File: src/rtl/state_seq_pkg.sv
// Shared definitions for the state sequencer: FSM encoding and default widths.
package state_seq_pkg;

    localparam int DEF_STATE_W = 4;
    localparam int DEF_BLK_W   = 7;
    localparam int DEF_SEL_W   = 3;
    localparam int DEF_CNT_W   = 8;

    typedef enum logic [1:0] {
        ST_IDLE = 2'd0,
        ST_RUN  = 2'd1,
        ST_DONE = 2'd2
    } seq_state_t;

endpackage

File: src/rtl/state_sequencer.sv
// Steps an externally computed next-state function from a loaded initial state
// until a halt state, a step limit, or an abort; config persists across runs.
module state_sequencer
    import state_seq_pkg::*;
#(
    parameter int STATE_W = DEF_STATE_W,
    parameter int BLK_W   = DEF_BLK_W,
    parameter int SEL_W   = DEF_SEL_W,
    parameter int CNT_W   = DEF_CNT_W
) (
    input  logic               clk,
    input  logic               rst,
    input  logic               cfg_valid,
    output logic               cfg_ready,
    input  logic [BLK_W-1:0]   cfg_blocks,
    input  logic [SEL_W-1:0]   cfg_selector,
    input  logic [STATE_W-1:0] cfg_init,
    input  logic [STATE_W-1:0] cfg_halt,
    input  logic [CNT_W-1:0]   cfg_steps,
    input  logic               start,
    input  logic               stop,
    output logic [BLK_W-1:0]   ns_blocks,
    output logic [SEL_W-1:0]   ns_selector,
    output logic [STATE_W-1:0] ns_current,
    input  logic [STATE_W-1:0] ns_next,
    output logic               state_valid,
    output logic               busy,
    output logic               done,
    output logic [CNT_W-1:0]   step_count,
    output logic               halted
);

    seq_state_t         r_fsm;
    seq_state_t         w_fsm_next;

    logic               r_loaded;
    logic [BLK_W-1:0]   r_blocks;
    logic [SEL_W-1:0]   r_selector;
    logic [STATE_W-1:0] r_halt;
    logic [CNT_W-1:0]   r_steps;
    logic [STATE_W-1:0] r_cur;
    logic [CNT_W-1:0]   r_step_count;
    logic               r_halted;
    logic               r_state_valid;

    logic               w_xfer;
    logic               w_commit;
    logic               w_run_clear;
    logic               w_set_halt;
    logic [CNT_W-1:0]   w_step_inc;

    assign w_xfer     = cfg_valid && (r_fsm == ST_IDLE);
    assign w_step_inc = r_step_count + CNT_W'(1);

    always_ff @(posedge clk) begin
        if (rst) begin
            r_fsm <= ST_IDLE;
        end else begin
            r_fsm <= w_fsm_next;
        end
    end

    always_comb begin
        w_fsm_next  = r_fsm;
        w_commit    = 1'b0;
        w_run_clear = 1'b0;
        w_set_halt  = 1'b0;
        case (r_fsm)
            ST_IDLE: begin
                // A start coinciding with a config transfer is dropped so the
                // run never mixes old and new configuration.
                if (start && r_loaded && !w_xfer) begin
                    w_run_clear = 1'b1;
                    w_fsm_next  = (r_steps != '0) ? ST_RUN : ST_DONE;
                end
            end
            ST_RUN: begin
                if (stop) begin
                    w_fsm_next = ST_DONE;
                end else begin
                    w_commit = 1'b1;
                    if (ns_next == r_halt) begin
                        w_set_halt = 1'b1;
                        w_fsm_next = ST_DONE;
                    end
                    if (w_step_inc == r_steps) begin
                        w_fsm_next = ST_DONE;
                    end
                end
            end
            ST_DONE: w_fsm_next = ST_IDLE;
            default: w_fsm_next = ST_IDLE;
        endcase
    end

    always_ff @(posedge clk) begin
        if (rst) begin
            r_loaded      <= 1'b0;
            r_blocks      <= '0;
            r_selector    <= '0;
            r_halt        <= '0;
            r_steps       <= '0;
            r_cur         <= '0;
            r_step_count  <= '0;
            r_halted      <= 1'b0;
            r_state_valid <= 1'b0;
        end else begin
            r_state_valid <= w_commit;
            if (w_xfer) begin
                r_loaded   <= 1'b1;
                r_blocks   <= cfg_blocks;
                r_selector <= cfg_selector;
                r_halt     <= cfg_halt;
                r_steps    <= cfg_steps;
                r_cur      <= cfg_init;
            end
            if (w_run_clear) begin
                r_step_count <= '0;
                r_halted     <= 1'b0;
            end
            if (w_commit) begin
                r_cur        <= ns_next;
                r_step_count <= w_step_inc;
            end
            if (w_set_halt) begin
                r_halted <= 1'b1;
            end
        end
    end

    assign cfg_ready   = (r_fsm == ST_IDLE);
    assign busy        = (r_fsm == ST_RUN);
    assign done        = (r_fsm == ST_DONE);
    assign state_valid = r_state_valid;
    assign step_count  = r_step_count;
    assign halted      = r_halted;
    assign ns_blocks   = r_blocks;
    assign ns_selector = r_selector;
    assign ns_current  = r_cur;

endmodule

File: config.mk
export PLATFORM = sky130hd
export DESIGN_NAME = state_sequencer
export DESIGN_NICKNAME = d
export VERILOG_FILES = /design/src/rtl/state_seq_pkg.sv /design/src/rtl/state_sequencer.sv
export SDC_FILE = /design/constraint.sdc
export NUM_CORES = 1
export LEC_CHECK = 0
export CAP_MARGIN = 20
export CORE_UTILIZATION = 40
export DETAILED_ROUTE_END_ITERATION = 10
export GPL_TIMING_DRIVEN = 0
export MAX_ROUTING_LAYER = met4
export PLACE_DENSITY = 0.73
export SKIP_LAST_GASP = 1
export SYNTH_ARGS = -nofsm -noshare
export SYNTH_HDL_FRONTEND = slang
export SYNTH_SLANG_ARGS = --single-unit
export TNS_END_PERCENT = 10
File: constraint.sdc
create_clock -name clk -period 5.45 [get_ports clk]
set_input_delay 1.09 -clock clk [delete_from_list [all_inputs] [get_ports clk]]
set_output_delay 1.09 -clock clk [all_outputs]
set_load 0.03 [all_outputs]
==> impl_metrics.json, run 1 <==
{
  "netlist_top_cells_area": "dfxtp_1 43%, nand2_1 10%, a21oi_1 9.4%",
  "postRouteAntennaNets": 0,
  "grt_max_degree": 12,
  "grt_pass1_wl_mm": 7.56,
  "hold_path.startpoint": "ns_blocks[6]",
  "yosys_warnings": 0,
  "clock_tree.buffer_depth": 2,
  "power_density_mw_per_mm2": 264,
  "rsz0062_at_grt": "no",
  "routed_wl_mm": 4.66,
  "rr_endpoint": "r_fsm[0]",
  "synth.top_cell.area_share": 0.430,
  "clock_sinks": 39,
  "worst_ep_required_time_ps": 4360,
  "timing.final.crit_share": 0.508,
  "postSynthAreaPerCell_um2": 7.79,
  "ys_seq_elements": 39,
  "drcViolationCount": 0,
  "yosysSeqAreaShare": 0.430,
  "yosysTopAreaCell": "dfxtp_1",
  "min_to": "ns_blocks[6]",
  "overflow": 0,
  "relSlewSlack": 0.583,
  "cts_hold_buf": 0,
  "p_leak_nw": 0.966,
  "r2r_cells": 7,
  "synth_commonest_cells": "49 x nand2_1, 39 x dfxtp_1, 34 x a21oi_1",
  "endpoint_kind": "primary output",
  "yosysMostFrequentCell": "nand2_1",
  "grt_pass1_vias": 1672,
  "io_pins": 62,
  "worst-path-max-fanout": 6,
  "fin_skew_ps": 10.1,
  "fin_nets": 337,
  "cts_setup_buffers": 0,
  "ff2ff_setup_slack_ps": 3270,
  "dr.pass1.iters": 4,
  "hold_class": "flop to flop",
  "grt_antenna_before_repair": 0,
  "slew_viol_final": 0,
  "clk_pin_slew_worst_paths_ps": 70,
  "place_congestion": 0.866,
  "syn2layout_area_growth_pct": 42.8,
  "first_iter_violations": 122,
  "fin_crit_ps": 2770,
  "status": "finished, final reports clean",
  "async_reset_ff_frac": 0,
  "rr_startpoint": "step_count[0]",
  "worstSetupPathType": "flop to primary output",
  "synth.net_count": 269,
  "cts_tree": "done",
  "cts_buffers": 5,
  "fmax_mhz": 361,
  "synth_edf_count": 0,
  "dieArea_mm2": 0.00481,
  "drt-vias-per-instance": 5.29,
  "synth.distinct_cells": 39,
  "irDropWorstVdd_v": 0.000194,
  "synthCells": 233,
  "dp_worst_setup_slack_ps": 2700,
  "hold_depth": 2,
  "dp_hpwl_mm": 3.46,
  "port_buffers": 61,
  "die_w_um": 69.3,
  "start_kind": "flop",
  "finalHoldViolCount": 0,
  "crit_arrival_ps": 1680,
  "netlist_area_mm2": 0.00181,
  "layout.cells.non_filler": 354,
  "cts-resized-gates": 0,
  "tightestPinTransition_ps": 626,
  "die_h_um": 69.3,
  "insertion_delay_ps": 290,
  "rows": 24,
  "htreeDepth": 2,
  "final_layout_size_suffix_gt1_frac": 0.0364,
  "setup_viol": 0,
  "layout_setup_ws_ps": 2680,
  "core_area_mm2": 0.00435,
  "maxCapViolCount": 0,
  "wl_per_cell_um": 13.1,
  "track_usage": 0.203,
  "ys.flop_type": "dfxtp_1",
  "fin_tns_setup_ps": 0,
  "initial_utilization": 0.417,
  "antenna_cells": 0,
  "dpl.cell_count": 346,
  "cts-root-buf": "clkbuf_8",
  "vias": 1872
}
-- metal layers --
layer	vias to the layer above	track usage	part of all wire
met5	-	-	0
met4	0	0.0680	0.013
met3	7	0.0509	0.053
met2	49	0.315	0.47
met1	867	0.258	0.47
li1	949	-	-
-- sequential cells by signal (all words and copies together) (netlist names) --
signal	flops
r_halt	4
ns_current	4
step_count	8
state_valid	1
ns_selector	3
r_loaded	1
halted	1
ns_blocks	7
r_steps	8
r_fsm	2
-- worst max path at each step --
| stage | end | slack (ps) | start | cells after the start |
|---|---|---|---|---|
| floorplan | r_fsm[0] | 3330 | step_count[0] | 7 |
| global placement | step_count[5] | 2670 | stop | 6 |
| detailed placement | step_count[3] | 2700 | stop | 6 |
| CTS | cfg_ready | 2660 | r_fsm[0] | 2 |
| global route | cfg_ready | 2570 | r_fsm[0] | 2 |
| finish | cfg_ready | 2680 | r_fsm[0] | 2 |
-- placed cells by master, fill, tap and decap left out, types with 2 or more instances in the layout --
master,synthesis,routed
o22ai_1,4,4
a31oi_1,2,2
a21oi_1,34,34
dfxtp_1,39,39
xnor2_1,5,5
and4_1,2,2
xor2_1,7,7
nand2_1,49,49
nand3b_1,2,2
nor4_1,4,4
and2_1,3,3
o21ai_0,9,9
nand3_1,5,5
a22oi_1,2,2
nor3_1,6,6
clkdlybuf4s50_1,0,61
nor2_1,18,18
nand2b_1,2,2
clkbuf_8,0,7
clkbuf_1,13,14
or3_1,2,2
nor2b_1,5,5
mux2i_1,2,2
-- area by class of cell --
| class | count | area, um^2 |
|---|---|---|
| inverter | 1 | 3.75 |
| multi-input combinational | 179 | 976 |
| clock buffer | 8 | 100 |
| timing repair buffer | 61 | 611 |
| sequential | 39 | 781 |
| fill | 419 | 1760 |
| buffer | 14 | 53.8 |
| tap | 52 | 65.1 |
-- critical path, stage by stage (launching register included) --
cell,delay (ps)
dfxtp_1,350
nor2_1,290
clkdlybuf4s50_1,750
-- per-stage QoR --
stage	hold slack [ps]	cell area, um^2	util	total power (W)
floorplan	433	1810	-	0.000407
detailed placement	449	2490	0.572	0.000474
CTS	458	2590	0.595	0.000688
global placement	441	2490	0.572	0.000472
finish	455	2590	0.595	0.000684
global route	487	2590	0.595	0.000715
-- cell families after synthesis --
family / Yosys count / synth area share
and+or+nand+nor: 104 / 0.268
AOI/OAI and AO/OA: 60 / 0.194
DFF: 39 / 0.430
buffers and inverters: 15 / 0.0317
xor gates and xnor gates: 12 / 0.0579
muxes: 2 / 0.0110
adders and majority gates: 1 / 0.00690
-- power by group --
| part | switching [W] | leakage [nW] | internal (W) |
|---|---|---|---|
| Combinational | 0.0000804 | 0.595 | 0.0000697 |
| Sequential | 0.0000142 | 0.320 | 0.000303 |
| Clock | 0.000101 | 0.0515 | 0.000116 |
| Total | 0.000196 | 0.966 | 0.000488 |
No activity file was read; power rests on OpenSTA's default activity.
==> inputs of run 2 (changes only) <==
==> constraint.sdc (replaced) <==
create_clock -name clk -period 2.6 [get_ports clk]
set_input_delay 0.52 -clock clk [delete_from_list [all_inputs] [get_ports clk]]
set_output_delay 0.52 -clock clk [all_outputs]
set_load 0.03 [all_outputs]
==> results of run 2 <==
Same layout as run 1 (identical final DEF). Status: finished, final reports clean.
Among the figures that moved: setup slack after placement 2700 ps -> 417 ps; setup slack after layout 2680 ps -> 402 ps; register-to-register setup slack 3270 ps -> 420 ps; total power 0.000684 W -> 0.00143 W; worst IR drop on VDD 0.000194 V -> 0.000408 V
==> inputs of run 3 (changes only) <==
==> constraint.sdc (replaced) <==
create_clock -name clk -period 2.3 [get_ports clk]
set_input_delay 0.46 -clock clk [delete_from_list [all_inputs] [get_ports clk]]
set_output_delay 0.46 -clock clk [all_outputs]
set_load 0.03 [all_outputs]
==> impl_metrics.json, run 3 (same netlist as run 1, synthesis figures left out) <==
{
  "drt-vias-per-instance": 5.23,
  "ff2ff_setup_slack_ps": 220,
  "postRouteAntennaNets": 0,
  "grt_pass1_wl_mm": 7.56,
  "seq_power_share": 0.464,
  "fin_tns_setup_ps": 0,
  "mostFrequentLayoutCells": "61 x clkdlybuf4s50_1, 49 x nand2_1, 39 x dfxtp_1",
  "worstPathCellList": "nor2_1 > clkdlybuf4s50_1",
  "clock_tree.buffer_depth": 2,
  "maxCapViolCount": 0,
  "cts_setup_buffers": 0,
  "clkPwrFrac": 0.316,
  "irDropWorstVdd_v": 0.000457,
  "wl_per_cell_um": 13.1,
  "initial_utilization": 0.417,
  "routed_wl_mm": 4.63,
  "layout.cells.non_filler": 354,
  "grt_pass1_vias": 1672,
  "die_h_um": 69.3,
  "endpoint_kind": "primary output",
  "p_comb_frac": 0.220,
  "vias": 1851,
  "io_pins": 62,
  "cts_buffers": 5,
  "crit_slowest_cell": "clkdlybuf4s50_1",
  "worstSetupPathType": "flop to primary output",
  "final_layout_size_suffix_gt1_frac": 0.0397,
  "place_congestion": 0.866,
  "fin_nets": 337,
  "tightestPinTransition_ps": 640,
  "die_w_um": 69.3,
  "port_buffers": 61,
  "dp_hpwl_mm": 3.46,
  "power_density_mw_per_mm2": 625,
  "drcViolationCount": 0,
  "layout_setup_ws_ps": 162,
  "slew_viol_final": 0,
  "status": "finished, final reports clean",
  "core_area_mm2": 0.00435,
  "worst_ep_required_time_ps": 1840,
  "cts-root-buf": "clkbuf_8",
  "syn2layout_area_growth_pct": 43.0,
  "relSlewSlack": 0.573,
  "p_leak_nw": 0.968,
  "power.net_switching_w": 0.000463,
  "grt_antenna_before_repair": 0,
  "fill_cells": 419,
  "antenna_cells": 0,
  "crit_arrival_ps": 1680,
  "intPower_w": 0.00116,
  "fin_crit_ps": 2140,
  "critPathMaxStageDelay_ps": 750,
  "htreeDepth": 2,
  "clock_sinks": 39,
  "first_iter_violations": 125,
  "dieArea_mm2": 0.00481,
  "track_usage": 0.203,
  "dpl.cell_count": 346,
  "insertion_delay_ps": 290,
  "switching_share": 0.286,
  "setup_viol": 0,
  "fin_skew_ps": 9.73,
  "dp_worst_setup_slack_ps": 177,
  "cts-resized-gates": 0,
  "dr.pass1.iters": 4,
  "path_delay_family": "buffers and inverters",
  "overflow": 0,
  "worst-path-max-fanout": 6,
  "clk_pin_slew_worst_paths_ps": 70,
  "timing.final.crit_share": 0.930,
  "start_kind": "flop",
  "rsz0062_at_grt": "no",
  "finalHoldViolCount": 0,
  "fmax_mhz": 468,
  "layout_commonest_cell": "clkdlybuf4s50_1",
  "grt_max_degree": 12,
  "cts_hold_buf": 0,
  "hold_class": "flop to flop",
  "path_buf_inv": 1,
  "cts_tree": "done",
  "rows": 24
}
-- run 3: through the flow --
step	area (um^2)	hold slack, ps	total power [W]	util
after floorplan	1810	433	0.000964	-
after global placement	2490	441	0.00112	0.572
after detailed placement	2490	449	0.00112	0.572
after CTS	2590	458	0.00163	0.595
after global routing	2590	487	0.00170	0.596
final	2590	455	0.00162	0.596
-- run 3: cell type report --
class,count,area [um^2],share of cell area
Tap cell,52,65.1,0.0251
Multi-Input combinational cell,179,981,0.378
Clock buffer,8,100,0.0386
Timing Repair Buffer,61,611,0.235
Inverter,1,3.75,0.00145
Sequential cell,39,781,0.301
Buffer,14,53.8,0.0207
-- run 3: power by group through the flow --
stage	clock network (W)	logic, W	registers (W)
finish	0.000513	0.000357	0.000752
global placement	0	0.000352	0.000766
global route	0.000548	0.000390	0.000757
detailed placement	0	0.000355	0.000768
floorplan	0	0.000158	0.000806
CTS	0.000522	0.000357	0.000751
-- run 3: layer usage --
| metal | GRT usage | share of wire | wire, um | up-vias |
|---|---|---|---|---|
| li1 | - | - | - | 949 |
| met1 | 0.258 | 0.46 | 2140 | 847 |
| met2 | 0.315 | 0.46 | 2150 | 48 |
| met3 | 0.0509 | 0.061 | 284 | 7 |
| met4 | 0.0680 | 0.013 | 61 | 0 |
| met5 | - | 0 | 0 | - |
-- run 3: worst paths after layout --
| kind | depth (start not counted) | end | start |
|---|---|---|---|
| setup / recovery | 2 | cfg_ready | r_fsm[0] |
| hold / removal | 2 | ns_blocks[6] | ns_blocks[6] |
| setup reg to reg | 7 | r_fsm[0] | step_count[0] |
| hold reg to reg | 2 | ns_blocks[6] | ns_blocks[6] |
-- run 3: tightest hold or removal path, cell delays in order, from the launching register on --
cell and delay, ps:
dfxtp_1 310, nand2_1 50, a21oi_1 50
==> RTL edit (config.mk and constraints of run 1) <==
Put one more register stage on the output `step_count`, cleared by the reset. The value now appears one clock later. The other outputs are not delayed to match.
--- a/src/rtl/state_sequencer.sv
+++ b/src/rtl/state_sequencer.sv
@@ -132,7 +132,13 @@
     assign busy        = (r_fsm == ST_RUN);
     assign done        = (r_fsm == ST_DONE);
     assign state_valid = r_state_valid;
-    assign step_count  = r_step_count;
+    always_ff @(posedge clk) begin
+        if (rst) begin
+            step_count <= '0;
+        end else begin
+            step_count <= r_step_count;
+        end
+    end
     assign halted      = r_halted;
     assign ns_blocks   = r_blocks;
     assign ns_selector = r_selector;
Formal check against the unedited RTL: not equivalent (a bounded check fails within 4 cycles, from zero or initial values and one cycle with rst high).
==> RTL edit against run 1 <==
- final cell count up 7.6%
- utilization down 0.90 points
- worst setup slack worse by 0.068 ns
- highest routed layer unchanged
- wire length up 0.73%
- worst hold slack about the same
- fmax down 2.4%
- cell area up 7.5%
- power up 12%
- area after synthesis up 10%
- global-route usage down 0.24 points
- via count up 1.5%
- sequential cell count up 8
==> RTL edit: results <==
# TYPE chip_impl_metric gauge
chip_impl_metric{name="synth_sequential_area_ratio",unit="%"} 47.1
chip_impl_metric{name="fin_nets",unit=""} 350
chip_impl_metric{name="synth.net_count",unit=""} 283
chip_impl_info{name="r2r-end",value="r_fsm[0]"} 1
chip_impl_metric{name="post_route_cells_drive_above_1_share",unit="%"} 5.10
chip_impl_metric{name="grt_start_max_net_pins",unit=""} 14
chip_impl_metric{name="portBuffers",unit=""} 60
chip_impl_info{name="synth_commonest_cells",value="nand2_1, dfxtp_1, a21oi_1"} 1
chip_impl_metric{name="reg2reg_depth",unit=""} 8
chip_impl_metric{name="routed_via_density",unit=""} 4.99
chip_impl_info{name="critical_path.reg2reg.startpoint",value="r_step_count[1]"} 1
chip_impl_info{name="hold_path_startpoint",value="ns_blocks[5]"} 1
chip_impl_metric{name="detailed_place_hpwl",unit="µm"} 3610
chip_impl_metric{name="grt_first_pass_wirelength",unit="µm"} 7900
chip_impl_metric{name="routedWlPerCell",unit="µm"} 12.3
chip_impl_info{name="startpoint",value="r_fsm[1]"} 1
chip_impl_metric{name="worst-r2r-setup-slack",unit="ns"} 3.34
chip_impl_info{name="synth.top_cells.by_area",value="dfxtp_1, nand2_1, a21oi_1, nor2_1, xnor2_1"} 1
chip_impl_metric{name="gp_congestion",unit=""} 0.841
chip_impl_metric{name="hold-worst-slack",unit="ns"} 0.455
chip_impl_metric{name="place_worst_setup_slack",unit="ns"} 2.71
chip_impl_info{name="timing.hold.worst.class",value="reg2reg"} 1
chip_impl_metric{name="crit_arrival",unit="ns"} 1.75
chip_impl_metric{name="worst-slew-pin-transition",unit="ns"} 0.692
chip_impl_metric{name="grt_use_total",unit="%"} 20.0
chip_impl_metric{name="grt_pass1_vias",unit=""} 1788
chip_impl_metric{name="detail_route.iter0.violations",unit=""} 82
chip_impl_metric{name="leakagePower",unit="nW"} 1.04
chip_impl_info{name="worst_hold_path.endpoint",value="ns_blocks[5]"} 1
chip_impl_metric{name="peakVddDrop",unit="µV"} 166
chip_impl_metric{name="finalClockSkew",unit="ns"} 0.00267
chip_impl_info{name="run_status",value="finished, final reports clean"} 1
RTL edit: cell types whose count changed in the layout (fill, tap and decap cells not counted), sizes merged, moves of 3 or more:
cell and delta:
a311oi +4, o22ai -4, xnor2 +3, buf +7, nand2 +10, nor2b +5, dfxtp +8, nand4 +4
clkbuf -7, nor3 -3
RTL edit: final cells by class:
class,count,area (µm²)
Fill cell,441,1970
Clock inverter,1,30.0
Timing Repair Buffer,60,601
Clock buffer,6,72.6
Sequential cell,47,941
Multi-Input combinational cell,183,985
Tap cell,67,83.8
Inverter,1,3.75
Buffer,16,68.8
RTL edit: per-stage QoR:
stage               std cells  instance area [µm²]  total power, W  utilization [%]
finish                    381                 2790        0.000765             58.6
global route              381                 2790        0.000800             58.6
CTS                       381                 2790        0.000771             58.6
detailed placement        374                 2680        0.000528             56.4
global placement          374                 2680        0.000524             56.4
floorplan                 247                 2000        0.000463                -
RTL edit: routing by layer:
layer	share of wire, %	track usage (%)
met1	44	23.0
met2	48	33.7
met3	5.9	4.83
met4	1.8	7.84
met5	0	-
RTL edit: worst max-delay path by stage:
stage / to / slack (ns) / depth (start not counted)
after floorplan: ns_current[0] / 3.46 / 5
after global placement: r_step_count[3] / 2.74 / 5
after detailed placement: r_step_count[7] / 2.71 / 5
after CTS: cfg_ready / 2.63 / 2
after global routing: cfg_ready / 2.54 / 2
final: cfg_ready / 2.61 / 2
RTL edit: kinds of logic after synthesis:
logic type | Yosys count | share of synthesized area (%)
xor gates and xnor gates | 15 | 6.58
DFF | 47 | 47.1
and+or+nand+nor | 115 | 26.2
adders and majority gates | 1 | 0.626
AOI/OAI and AO/OA | 52 | 15.9
buffers and inverters | 17 | 3.63
RTL edit: worst reg2reg max path, cell delays in order (launching register included):
cell and delay [ns]:
dfxtp_1 0.35, ha_1 0.19, clkbuf_2 0.16, and3_1 0.19
clkbuf_1 0.15, nand3_1 0.11, nand4_1 0.09, a2111oi_0 0.56
a21oi_1 0.17
RTL edit: power by group:
| group | total (W) | switching, W | leakage [nW] | internal [W] |
|---|---|---|---|---|
| registers | 0.000374 | 0.0000129 | 0.384 | 0.000361 |
| clock network | 0.000246 | 0.000112 | 0.0513 | 0.000134 |
| logic | 0.000145 | 0.0000777 | 0.607 | 0.0000673 |
